## src/rtl/systolic_pkg.sv

```systemverilog
// rtl/systolic_pkg.sv - shared width default, drain FSM states and lane slicing helper
package systolic_pkg;

    localparam int DATA_BITS_DEFAULT = 16;

    typedef enum logic [1:0] {
        IDLE      = 2'd0,
        WAIT_LANE = 2'd1,
        SEND      = 2'd2
    } drain_state_t;

    // Low bit of lane k inside a flattened per-lane bus.
    function automatic int lane_lo(input int lane, input int width);
        return lane * width;
    endfunction

endpackage

```

## src/rtl/drain_lane_slot.sv

```systemverilog
// rtl/drain_lane_slot.sv - one-deep result holder for a single PE lane with drop detection
module drain_lane_slot #(
    parameter int DATA_BITS = 16
) (
    input  logic                 clk,
    input  logic                 resetn,
    input  logic                 capture,
    input  logic                 drain,
    input  logic [DATA_BITS-1:0] c,
    output logic                 full,
    output logic [DATA_BITS-1:0] data,
    output logic                 drop
);

    logic load;

    // A slot being drained this cycle can accept the next result at the same time.
    assign load = capture & (~full | drain);
    assign drop = capture & full & ~drain;

    always_ff @(posedge clk) begin
        if (!resetn) begin
            full <= 1'b0;
            data <= '0;
        end else begin
            if (load) begin
                data <= c;
            end
            if (load) begin
                full <= 1'b1;
            end else if (drain) begin
                full <= 1'b0;
            end
        end
    end

endmodule

```

## src/rtl/systolic_result_drain.sv

```systemverilog
// rtl/systolic_result_drain.sv - PE result capture and lane-ordered stream drain (option: DRAIN_OVERRUN_COUNT_EN)
module systolic_result_drain
    import systolic_pkg::*;
#(
    parameter int N_LANES   = 4,
    parameter int DATA_BITS = DATA_BITS_DEFAULT
) (
    input  logic                         i_clock,
    input  logic                         i_reset,
    input  logic                         i_valid,
    input  logic [N_LANES-1:0]           i_finish,
    input  logic [N_LANES*DATA_BITS-1:0] i_c,
    output logic [DATA_BITS-1:0]         o_tdata,
    output logic                         o_tvalid,
    input  logic                         i_tready,
    output logic                         o_tlast,
    output logic                         o_busy,
    output logic                         o_overrun,
    input  logic                         i_clear_overrun
`ifdef DRAIN_OVERRUN_COUNT_EN
    ,
    output logic [7:0]                   o_overrun_count
`endif
);

    localparam int PTR_BITS = (N_LANES > 1) ? $clog2(N_LANES) : 1;
    localparam logic [PTR_BITS-1:0] LAST_LANE = PTR_BITS'(N_LANES - 1);

    drain_state_t          state, next_state;
    logic [PTR_BITS-1:0]   ptr, next_ptr;
    logic [N_LANES-1:0]    full;
    logic [N_LANES-1:0]    drop;
    logic [N_LANES-1:0]    drain;
    logic [DATA_BITS-1:0]  slot [N_LANES];
    logic                  handshake;

    for (genvar k = 0; k < N_LANES; k++) begin : g_lane
        drain_lane_slot #(.DATA_BITS(DATA_BITS)) u_slot (
            .clk     (i_clock),
            .resetn  (i_reset),
            .capture (i_valid & i_finish[k]),
            .drain   (drain[k]),
            .c       (i_c[lane_lo(k, DATA_BITS) +: DATA_BITS]),
            .full    (full[k]),
            .data    (slot[k]),
            .drop    (drop[k])
        );
    end

    assign drain  = handshake ? (N_LANES'(1) << ptr) : '0;
    assign o_busy = |full;

    always_ff @(posedge i_clock) begin
        if (!i_reset) begin
            state <= IDLE;
            ptr   <= '0;
        end else begin
            state <= next_state;
            ptr   <= next_ptr;
        end
    end

    // Slot contents cannot change while SEND waits on ready, so the beat stays stable.
    always_comb begin
        next_state = state;
        next_ptr   = ptr;
        o_tvalid   = 1'b0;
        o_tdata    = '0;
        o_tlast    = 1'b0;
        handshake  = 1'b0;
        case (state)
            IDLE: begin
                if (|full) begin
                    next_state = WAIT_LANE;
                end
            end
            WAIT_LANE: begin
                if (full[ptr]) begin
                    next_state = SEND;
                end
            end
            SEND: begin
                o_tvalid = 1'b1;
                o_tdata  = slot[ptr];
                o_tlast  = (ptr == LAST_LANE);
                if (i_tready) begin
                    handshake = 1'b1;
                    if (ptr == LAST_LANE) begin
                        next_ptr   = '0;
                        next_state = IDLE;
                    end else begin
                        next_ptr   = ptr + 1'b1;
                        next_state = WAIT_LANE;
                    end
                end
            end
            default: begin
                next_state = IDLE;
                next_ptr   = '0;
            end
        endcase
    end

    always_ff @(posedge i_clock) begin
        if (!i_reset) begin
            o_overrun <= 1'b0;
        end else if (|drop) begin
            o_overrun <= 1'b1;
        end else if (i_clear_overrun) begin
            o_overrun <= 1'b0;
        end
    end

`ifdef DRAIN_OVERRUN_COUNT_EN
    logic [7:0] drop_count;
    logic [8:0] count_sum;

    always_comb begin
        drop_count = '0;
        for (int k = 0; k < N_LANES; k++) begin
            drop_count = drop_count + 8'(drop[k]);
        end
    end

    assign count_sum = {1'b0, o_overrun_count} + {1'b0, drop_count};

    always_ff @(posedge i_clock) begin
        if (!i_reset) begin
            o_overrun_count <= '0;
        end else if (drop_count != 8'd0) begin
            o_overrun_count <= count_sum[8] ? 8'hFF : count_sum[7:0];
        end else if (i_clear_overrun) begin
            o_overrun_count <= '0;
        end
    end
`endif

endmodule

```

## config.mk

```make
export PLATFORM = sky130hd
export DESIGN_NAME = systolic_result_drain
export DESIGN_NICKNAME = d
export VERILOG_FILES = /design/src/rtl/systolic_pkg.sv /design/src/rtl/drain_lane_slot.sv /design/src/rtl/systolic_result_drain.sv
export SDC_FILE = /design/constraint.sdc
export NUM_CORES = 1
export LEC_CHECK = 0
export CAP_MARGIN = 0
export CORE_MARGIN = 2
export CORE_UTILIZATION = 52
export DETAILED_ROUTE_END_ITERATION = 7
export GPL_TIMING_DRIVEN = 0
export HOLD_SLACK_MARGIN = 0.06
export PLACE_DENSITY = 0.85
export RECOVER_POWER = 100
export SLEW_MARGIN = 20
export SYNTH_ARGS = -nofsm -noshare
export SYNTH_HDL_FRONTEND = slang
export SYNTH_SLANG_ARGS = --single-unit
```

## constraint.sdc

```tcl
create_clock -name i_clock -period 4.24 [get_ports i_clock]
set_clock_uncertainty 0.1 [all_clocks]
set_input_delay 1.06 -clock i_clock [delete_from_list [all_inputs] [get_ports i_clock]]
set_output_delay 1.06 -clock i_clock [all_outputs]
set_load 0.02 [all_outputs]
```

## After elaboration in Yosys (flattened, before gate mapping)

Index checks and enable logic that the tools add are counted.

| word-level totals | value |
|---|---|
| word-level logic and storage cells | 91 |
| register bits | 73 |
| output and inout port bits | 20 |
| input bits | 73 |

| cells by class | value |
|---|---|
| $lt $le $gt $ge | 2 |
| bitwise operators | 30 |
| reduce and logical (&&, ||, !) cells | 11 |
| shift operators | 1 |
| muxes and demuxes | 29 |
| $add $sub $neg | 1 |
| equal/unequal tests | 6 |

Operators by type and width:

| cell | number |
|---|---|
| 16-bit 2-to-1 mux | 3 |
| 16-bit binary-select mux with 2-bit select | 1 |
| 1-bit AND | 16 |
| 1-bit 2-to-1 mux | 16 |
| 2-bit 2-to-1 mux | 5 |
| 2-bit nonzero test | 5 |
| 1-bit inverter | 9 |
| 4-bit OR reduction | 2 |
| 2-bit != test (second input constant) | 3 |
| 2-bit one-hot mux with 3 select lines | 1 |
| 2-bit equality test (second input constant) | 2 |
| 4-bit 2-to-1 mux | 1 |
| 1-bit bitwise OR | 4 |
| 2-bit one-hot mux with 2 select lines | 1 |
| 1-bit by 2-bit << shifter with 4-bit output (first input constant) | 1 |
| 3-bit greater-or-equal comparator (second input constant) | 1 |
| 2-bit by 3-bit less-than comparator with 1-bit output (second input constant) | 1 |
| 2-bit inverter with 3-bit output | 1 |
| 3-bit AND reduction | 1 |
| 2-bit by 1-bit adder with 2-bit output (second input constant) | 1 |
| 1-bit binary-select mux with 2-bit select | 1 |
| 2-bit by 1-bit equality test with 1-bit output (second input constant) | 1 |
| 2-bit logical NOT | 1 |
| 2-bit AND reduction | 1 |
| 2-bit OR reduction | 1 |

## Logic depth before layout (Yosys ltp)

Gate-level depths: netlist of run 1.

| logic depth | value |
|---|---|
| depth in word-level cells | 7 |
| gate-level depth with buffers | 9 |
| depth with buffers taken out | 6 |

## Hierarchy

Synthesis of run 1 repeated with hierarchy kept, for this count alone.

| unflattened totals | value |
|---|---|
| cell total of the unflattened synthesis | 388 |
| area total of the unflattened synthesis | 3777.4 µm² |

Modules (own cells, without submodules):

| module | cells each | area each (µm²) | times used |
|---|---|---|---|
| drain_lane_slot | 75 | 709.4 | 4 |
| systolic_result_drain | 88 | 939.7 | 1 |

## Least setup slack after synthesis of run 1

No wires, ideal clock.

| timing | value |
|---|---|
| path type | reg2out |
| start | register ptr[1] |
| end | output o_tdata[0] |
| path buffers | 2 |
| path slack | 1.603 ns |
| stages on the path, launching flop included | 5 |
| data arrival time | 1.477 ns |
| cell sequence | dfxtp_1 -> buf_4 -> buf_4 -> mux4_2 -> and2_1 |

| on the way | value |
|---|---|
| word-level cells in the longest chain between the ends | 5 |

Ends and longest elaborated chain:

| what | line | RTL |
|---|---|---|
| start: declaration | systolic_result_drain.sv:30 | `logic [PTR_BITS-1:0] ptr, next_ptr;` |
| start signal: assignment | systolic_result_drain.sv:59 | `ptr <= next_ptr;` |
| 2-bit inverter with 3-bit output (implied by the code) | systolic_result_drain.sv:84 | `o_tdata = slot[ptr];` |
| 16-bit binary-select mux with 2-bit select | systolic_result_drain.sv:84 |  |
| 16-bit 2-to-1 mux (implied by the code) (2 in a row) | systolic_result_drain.sv:84 |  |
| 16-bit 2-to-1 mux | systolic_result_drain.sv:71 | `case (state)` |
| end: declaration | systolic_result_drain.sv:13 | `output logic [DATA_BITS-1:0] o_tdata,` |

Every way passes these cells. The select of a mux whose other input is x is not followed.

## Worst setup path after layout of run 1

| timing | value |
|---|---|
| start | register ptr[0] |
| end | output o_tdata[1] |

Same word-level chain as after synthesis.

==> results_dict.tcl, run 1 <==
set metrics [dict create \
    status "finished, final reports clean" \
    drive_gt1_share_pct 8.49 \
    synth_top_family_by_area "simple AND/OR/NAND/NOR gates" \
    num_rows 29 \
    cts-resized-gates 0 \
    syn_area_per_cell_um2 9.32 \
    worst_ep_arrival_time_ps 2820 \
    ant_nets 0 \
    ff2ff_setup_slack_ps 820 \
    grt_pass1_wl_um 15500 \
    synth_area_leaders "dfxtp_1 (43%), mux4_2 (11%), o21ai_0 (7.4%)" \
    critPathRequiredTime_ps 3080 \
    power_density_nw_per_um2 352 \
    drt_iter0_markers 325 \
    hold_path_class "flip-flop to flip-flop" \
    ys_seq_elements 73 \
    cts_hold_buf 0 \
    die_w_um 84.9 \
    cts_sinks 73 \
    fmax_ghz 0.251 \
    mostFrequentLayoutCells "dfxtp_1 (73), clkdlybuf4s50_1 (72), nand2_1 (56)" \
    synth_fa_ha_area_share_pct 1.47 \
    netlist_instances 365 \
    tns_ps 0 \
    grt_use_total_pct 28.0 \
    rr_startpoint "ptr[0]$_SDFFE_PN0P_" \
    clkLatencyLatePin_ps 350 \
    antenna_cells 0 \
    setup_viol 0 \
    cts_buffer_depth 2 \
    syn-num-nets 442 \
    timing.rr.end "g_lane[2].u_slot.data[7]$_SDFFE_PN0P_" \
    dieHeight_um 84.9 \
    fillers 463 \
    cts_made_buffers 9 \
    ys_seq_area_share_pct 43.0 \
    num_vias 3209 \
    hpwl_um 7020 \
    synthMuxAreaShare_pct 16.3 \
    crit_type "flip-flop to output port" \
    hold_depth 2 \
    wl_um 9810 \
    drc 0 \
    drt-pass1-iter-count 5 \
    syn_to_final_growth_pct 35.0 \
    critPathCaptureType "output port" \
    grt_max_degree 13 \
    finalCriticalPeriod_ps 3980 \
    dieArea_um2 7200 \
    tightest_slew_ps 968 \
    ir_drop_v 0.000242 \
    slew_violations 0 \
    power_mw 1.62 \
    grt_pass1_vias 3234 \
    critPathMaxFanout 10 \
    synth-simple-area-share_pct 23.1 \
    cellLeakagePower_nw 1.65 \
    yosysWarnings 0 \
    port_buffers 90 \
    grt_overflow 0 \
    synth_compound_gate_area_share_pct 10.6 \
    maxSlewHeadroom_pct 35.5 \
    cap_violations 0 \
    yosysUniqueCellTypes 31 \
    critPathLaunchType "flip-flop" \
    cts_tree "yes" \
    via_per_inst 5.86 \
    core-area_um2 6350 \
    antenna_found_initial 0 \
    start_util_pct 53.6 \
    grt_setup_unrepaired "false" \
    final_common_cell "dfxtp_1" \
    io_pins 93 \
    post_cts_buffers 0 \
    htreeDepth 3 \
    cts-root-buf "clkbuf_8" \
    r2r_cells 9 \
    globalplace.congestion 0.898 \
    hold_viol_final 0 \
    min_to "g_lane[1].u_slot.data[15]$_SDFFE_PN0P_" \
    synth_area_um2 3400 \
    worstHoldStart "g_lane[1].u_slot.data[15]$_SDFFE_PN0P_" \
    num-nets-final 543 \
    clk_pin_slew_ps 70 \
    synth_xor_area_share_pct 0 \
    synth_top_area_share_pct 43.0 \
    period_share_pct 93.9 \
    wl_per_cell_um 17.9 \
    yosys.area.top_type "dfxtp_1" \
]
==> cells in the mapped netlist, drive strengths merged <==
| cell type | instances |
|---|---|
| buf | 14 |
| o22ai | 2 |
| a21oi | 5 |
| clkbuf | 17 |
| inv | 4 |
| nand2 | 56 |
| mux4 | 17 |
| nand4b | 4 |
| nand4 | 2 |
| dfxtp | 73 |
| nor4 | 1 |
| and2 | 18 |
| ha | 4 |
| nor2 | 1 |
| o21a | 2 |
| a21boi | 5 |
| o21ai | 50 |
| nand3b | 2 |
| o211ai | 1 |
| nor2b | 19 |
| nor3 | 1 |
| mux2i | 17 |
| nand3 | 49 |
| nand2b | 1 |
==> power by group <==
| part | internal [mW] | switching, mW | leakage (nW) |
|---|---|---|---|
| combinational | 0.112 | 0.0964 | 0.937 |
| sequential | 0.721 | 0.0203 | 0.597 |
| clock | 0.410 | 0.258 | 0.121 |
==> metrics by stage <==
stage	hold slack [ps]	setup WS [ps]	util, %	instance area, um^2	cells
CTS	357	372	73.1	4640	548
global route	377	150	72.3	4590	548
global placement	342	780	69.3	4400	532
detailed placement	347	757	69.3	4400	532
finish	363	261	72.3	4590	548
floorplan	333	1600	-	3400	365
==> logic make-up after synthesis <==
group	Yosys count
and+or+nand+nor	154
muxes	34
buffers and inverters	35
adders and majority gates	4
DFF	73
AOI/OAI and AO/OA	65
==> final cells by class <==
| type | count | area, um^2 | share of cell area (%) |
|---|---|---|---|
| multi-input cells | 257 | 1720 | 37.5 |
| flip-flops and latches | 73 | 1460 | 31.8 |
| repair buffers | 90 | 901 | 19.6 |
| plain buffers | 31 | 153 | 3.32 |
| clock buffers | 12 | 145 | 3.16 |
| clock inverters | 4 | 98.8 | 2.15 |
| well taps | 77 | 96.3 | 2.10 |
| inverters | 4 | 15.0 | 0.327 |
==> worst max path at each step <==
stage                           from         end  slack [ps]  cells after the start
2_1_floorplan    ptr[1]$_SDFFE_PN0P_  o_tdata[0]        1600                      4
3_3_place_gp     ptr[0]$_SDFFE_PN0P_  o_tdata[1]         780                      5
3_5_place_dp     ptr[0]$_SDFFE_PN0P_  o_tdata[2]         760                      5
4_1_cts          ptr[0]$_SDFFE_PN0P_  o_tdata[2]         370                      5
5_1_grt        state[1]$_SDFFE_PN0P_  o_tdata[2]         150                      5
6_report         ptr[0]$_SDFFE_PN0P_  o_tdata[1]         260                      5
==> per-layer routing <==
layer  part of all wire [%]  routed length [um]  vias up  track usage (%)
met3                     10                1020       36             5.74
met5                      0                   0        -                0
li1                       -                   -     1480                -
met4                    2.5                 246        0             11.4
met1                     39                3790     1486             35.7
met2                     48                4750      207             46.7
==> registers in the layout, summed over array words and instances, names as in the netlist <==
signal / count
g_lane.u_slot.data: 64
g_lane.u_slot.full: 4
o_overrun: 1
ptr: 2
state: 2
==> worst max-delay path: stages, from the launching register on <==
cell,delay [ps]
dfxtp_1,410
buf_2,300
clkbuf_1,530
mux4_2,400
and2_1,180
dlygate4sd3_1,640
No activity file was read; power rests on OpenSTA's default activity.
==> run 2: changes to the inputs <==
Settings changed: CORE_UTILIZATION 52 to 47, PLACE_DENSITY 0.85 to 0.78.
==> run 2 against run 1 <==
- final cell count increased by 4.0%
- sequential share of layout area about the same
- hold slack got worse by 4.3 ps
- highest routed layer unchanged
- first-iteration DRC count decreased by 56%
- worst setup slack got worse by 30 ps
- global-route usage decreased by 2.9 points
- critical endpoint is now o_tdata[8]
- sequential power is essentially flat
==> results_dict.tcl, run 2 (synthesis gave the netlist of run 1 again) <==
set metrics [dict create \
    status "finished, final reports clean" \
    hpwl_um 6810 \
    crit_type "flip-flop to output port" \
    grt_setup_unrepaired "false" \
    cap_violations 0 \
    hold_slack_ps 359 \
    io_pins 93 \
    worst_ep_arrival_time_ps 2850 \
    cts_tree "yes" \
    cts_hold_buf 0 \
    cts_made_buffers 9 \
    port_buffers 90 \
    ir_drop_v 0.000188 \
    slew_violations 0 \
    grt_pass1_vias 2995 \
    critPathCaptureType "output port" \
    via_per_inst 5.40 \
    grt_max_degree 13 \
    mostFrequentLayoutCells "dfxtp_1 (73), clkdlybuf4s50_1 (71), nand2_1 (56)" \
    dieArea_um2 7930 \
    drc 0 \
    clkLatencyLatePin_ps 340 \
    htreeDepth 3 \
    fmax_ghz 0.249 \
    grt_pass1_wl_um 14800 \
    regMostFlops "g_lane.u_slot.data" \
    cts_sinks 73 \
    antenna_cells 0 \
    power_density_nw_per_um2 338 \
    critPathMaxFanout 10 \
    p_switching_mw 0.377 \
    dieHeight_um 89.1 \
    p_clk_share_pct 39.1 \
    p_int_mw 1.18 \
    tns_ps 0 \
    pwr-share-seq_pct 47.6 \
    power_mw 1.56 \
    post_cts_buffers 0 \
    final_common_cell "dfxtp_1" \
    maxSlewHeadroom_pct 29.8 \
    critPathLaunchType "flip-flop" \
    drt-pass1-iter-count 4 \
    wl_per_cell_um 16.9 \
    antenna_found_initial 0 \
    drt_iter0_markers 144 \
    largest_reg_flops 64 \
    p_comb_share_pct 13.3 \
    num-nets-final 543 \
    num_rows 31 \
    cts-root-buf "clkbuf_8" \
    power_switching_share_pct 24.2 \
    drive_gt1_share_pct 8.70 \
    core-area_um2 7140 \
    grt_use_total_pct 25.1 \
    multi_input_area_um2 1720 \
    clk_pin_slew_ps 70 \
    period_share_pct 94.6 \
    area.sequential_um2 1460 \
    finalCriticalPeriod_ps 4010 \
    syn_to_final_growth_pct 35.1 \
    cts-resized-gates 0 \
    die_w_um 89.1 \
    cts_buffer_depth 2 \
    fillers 617 \
    setup_viol 0 \
    critPathRequiredTime_ps 3080 \
    num_vias 3080 \
    cellLeakagePower_nw 1.65 \
    ant_nets 0 \
    reg_top3 "g_lane.u_slot.data x64, g_lane.u_slot.full x4" \
    start_util_pct 47.7 \
    hold_path_class "flip-flop to flip-flop" \
    globalplace.congestion 0.834 \
    grt_overflow 0 \
    wl_um 9640 \
    hold_viol_final 0 \
    tightest_slew_ps 1050 \
    final_util_pct 64.4 \
]
## run 2: through the flow
stage / std cells / setup slack [ps] / cell area [um^2]
2_1_floorplan: 365 / 1600 / 3400
3_3_place_gp: 554 / 774 / 4430
3_5_place_dp: 554 / 722 / 4430
4_1_cts: 570 / 324 / 4650
5_1_grt: 570 / 138 / 4600
6_report: 570 / 231 / 4600
## run 2: worst max-delay path: stages, from the launching register on
cell and delay [ps]:
dfxtp_1 410, buf_2 300, clkbuf_1 580, mux4_2 410
and2_1 160, dlygate4sd3_1 640
## run 2: path summary, 6_finish.rpt
check                                               from                                      to  slack (ps)  cells past startpoint
setup / recovery                     ptr[0]$_SDFFE_PN0P_                              o_tdata[8]         230                      5
hold / removal    g_lane[1].u_slot.data[11]$_SDFFE_PN0P_  g_lane[1].u_slot.data[11]$_SDFFE_PN0P_         360                      2
setup reg to reg                     ptr[0]$_SDFFE_PN0P_  g_lane[2].u_slot.data[10]$_SDFFE_PN0P_         670                      9
hold reg to reg   g_lane[1].u_slot.data[11]$_SDFFE_PN0P_  g_lane[1].u_slot.data[11]$_SDFFE_PN0P_         360                      2
## run 2: cell type report
class	count	share of cell area, %
multi-input combinational	257	37.5
sequential	73	31.8
timing repair buffer	90	19.6
buffer	31	3.32
clock buffer	11	3.08
tap	99	2.70
clock inverter	5	1.72
inverter	4	0.327
## run 2: routing by layer
metal | vias to the layer above | track usage, % | part of all wire, %
met1 | 1470 | 32.2 | 43
met5 | - | 0 | 0
met2 | 115 | 42.5 | 48
li1 | 1482 | - | -
met3 | 13 | 6.09 | 7.8
met4 | 0 | 7.06 | 1.3
## run 2: power groups by stage
| stage | clock (mW) | sequential, mW | combinational, mW |
|---|---|---|---|
| global route | 0.639 | 0.743 | 0.222 |
| finish | 0.609 | 0.740 | 0.207 |
| detailed placement | 0 | 0.755 | 0.211 |
| CTS | 0.608 | 0.740 | 0.213 |
| floorplan | 0 | 0.750 | 0.104 |
| global placement | 0 | 0.754 | 0.208 |
==> run 3: changes to the inputs <==
Clock period 4.24 ns to 4.3 ns, I/O delays scaled along.
==> results of run 3 <==
The final DEF is identical to that of run 2. Status: finished, final reports clean.
Among the figures that moved: setup slack after placement 722 ps -> 767 ps; setup slack after layout 231 ps -> 276 ps; register-to-register setup slack 670 ps -> 730 ps; total power 1.56 mW -> 1.53 mW; worst IR drop on VDD 0.000188 V -> 0.000185 V
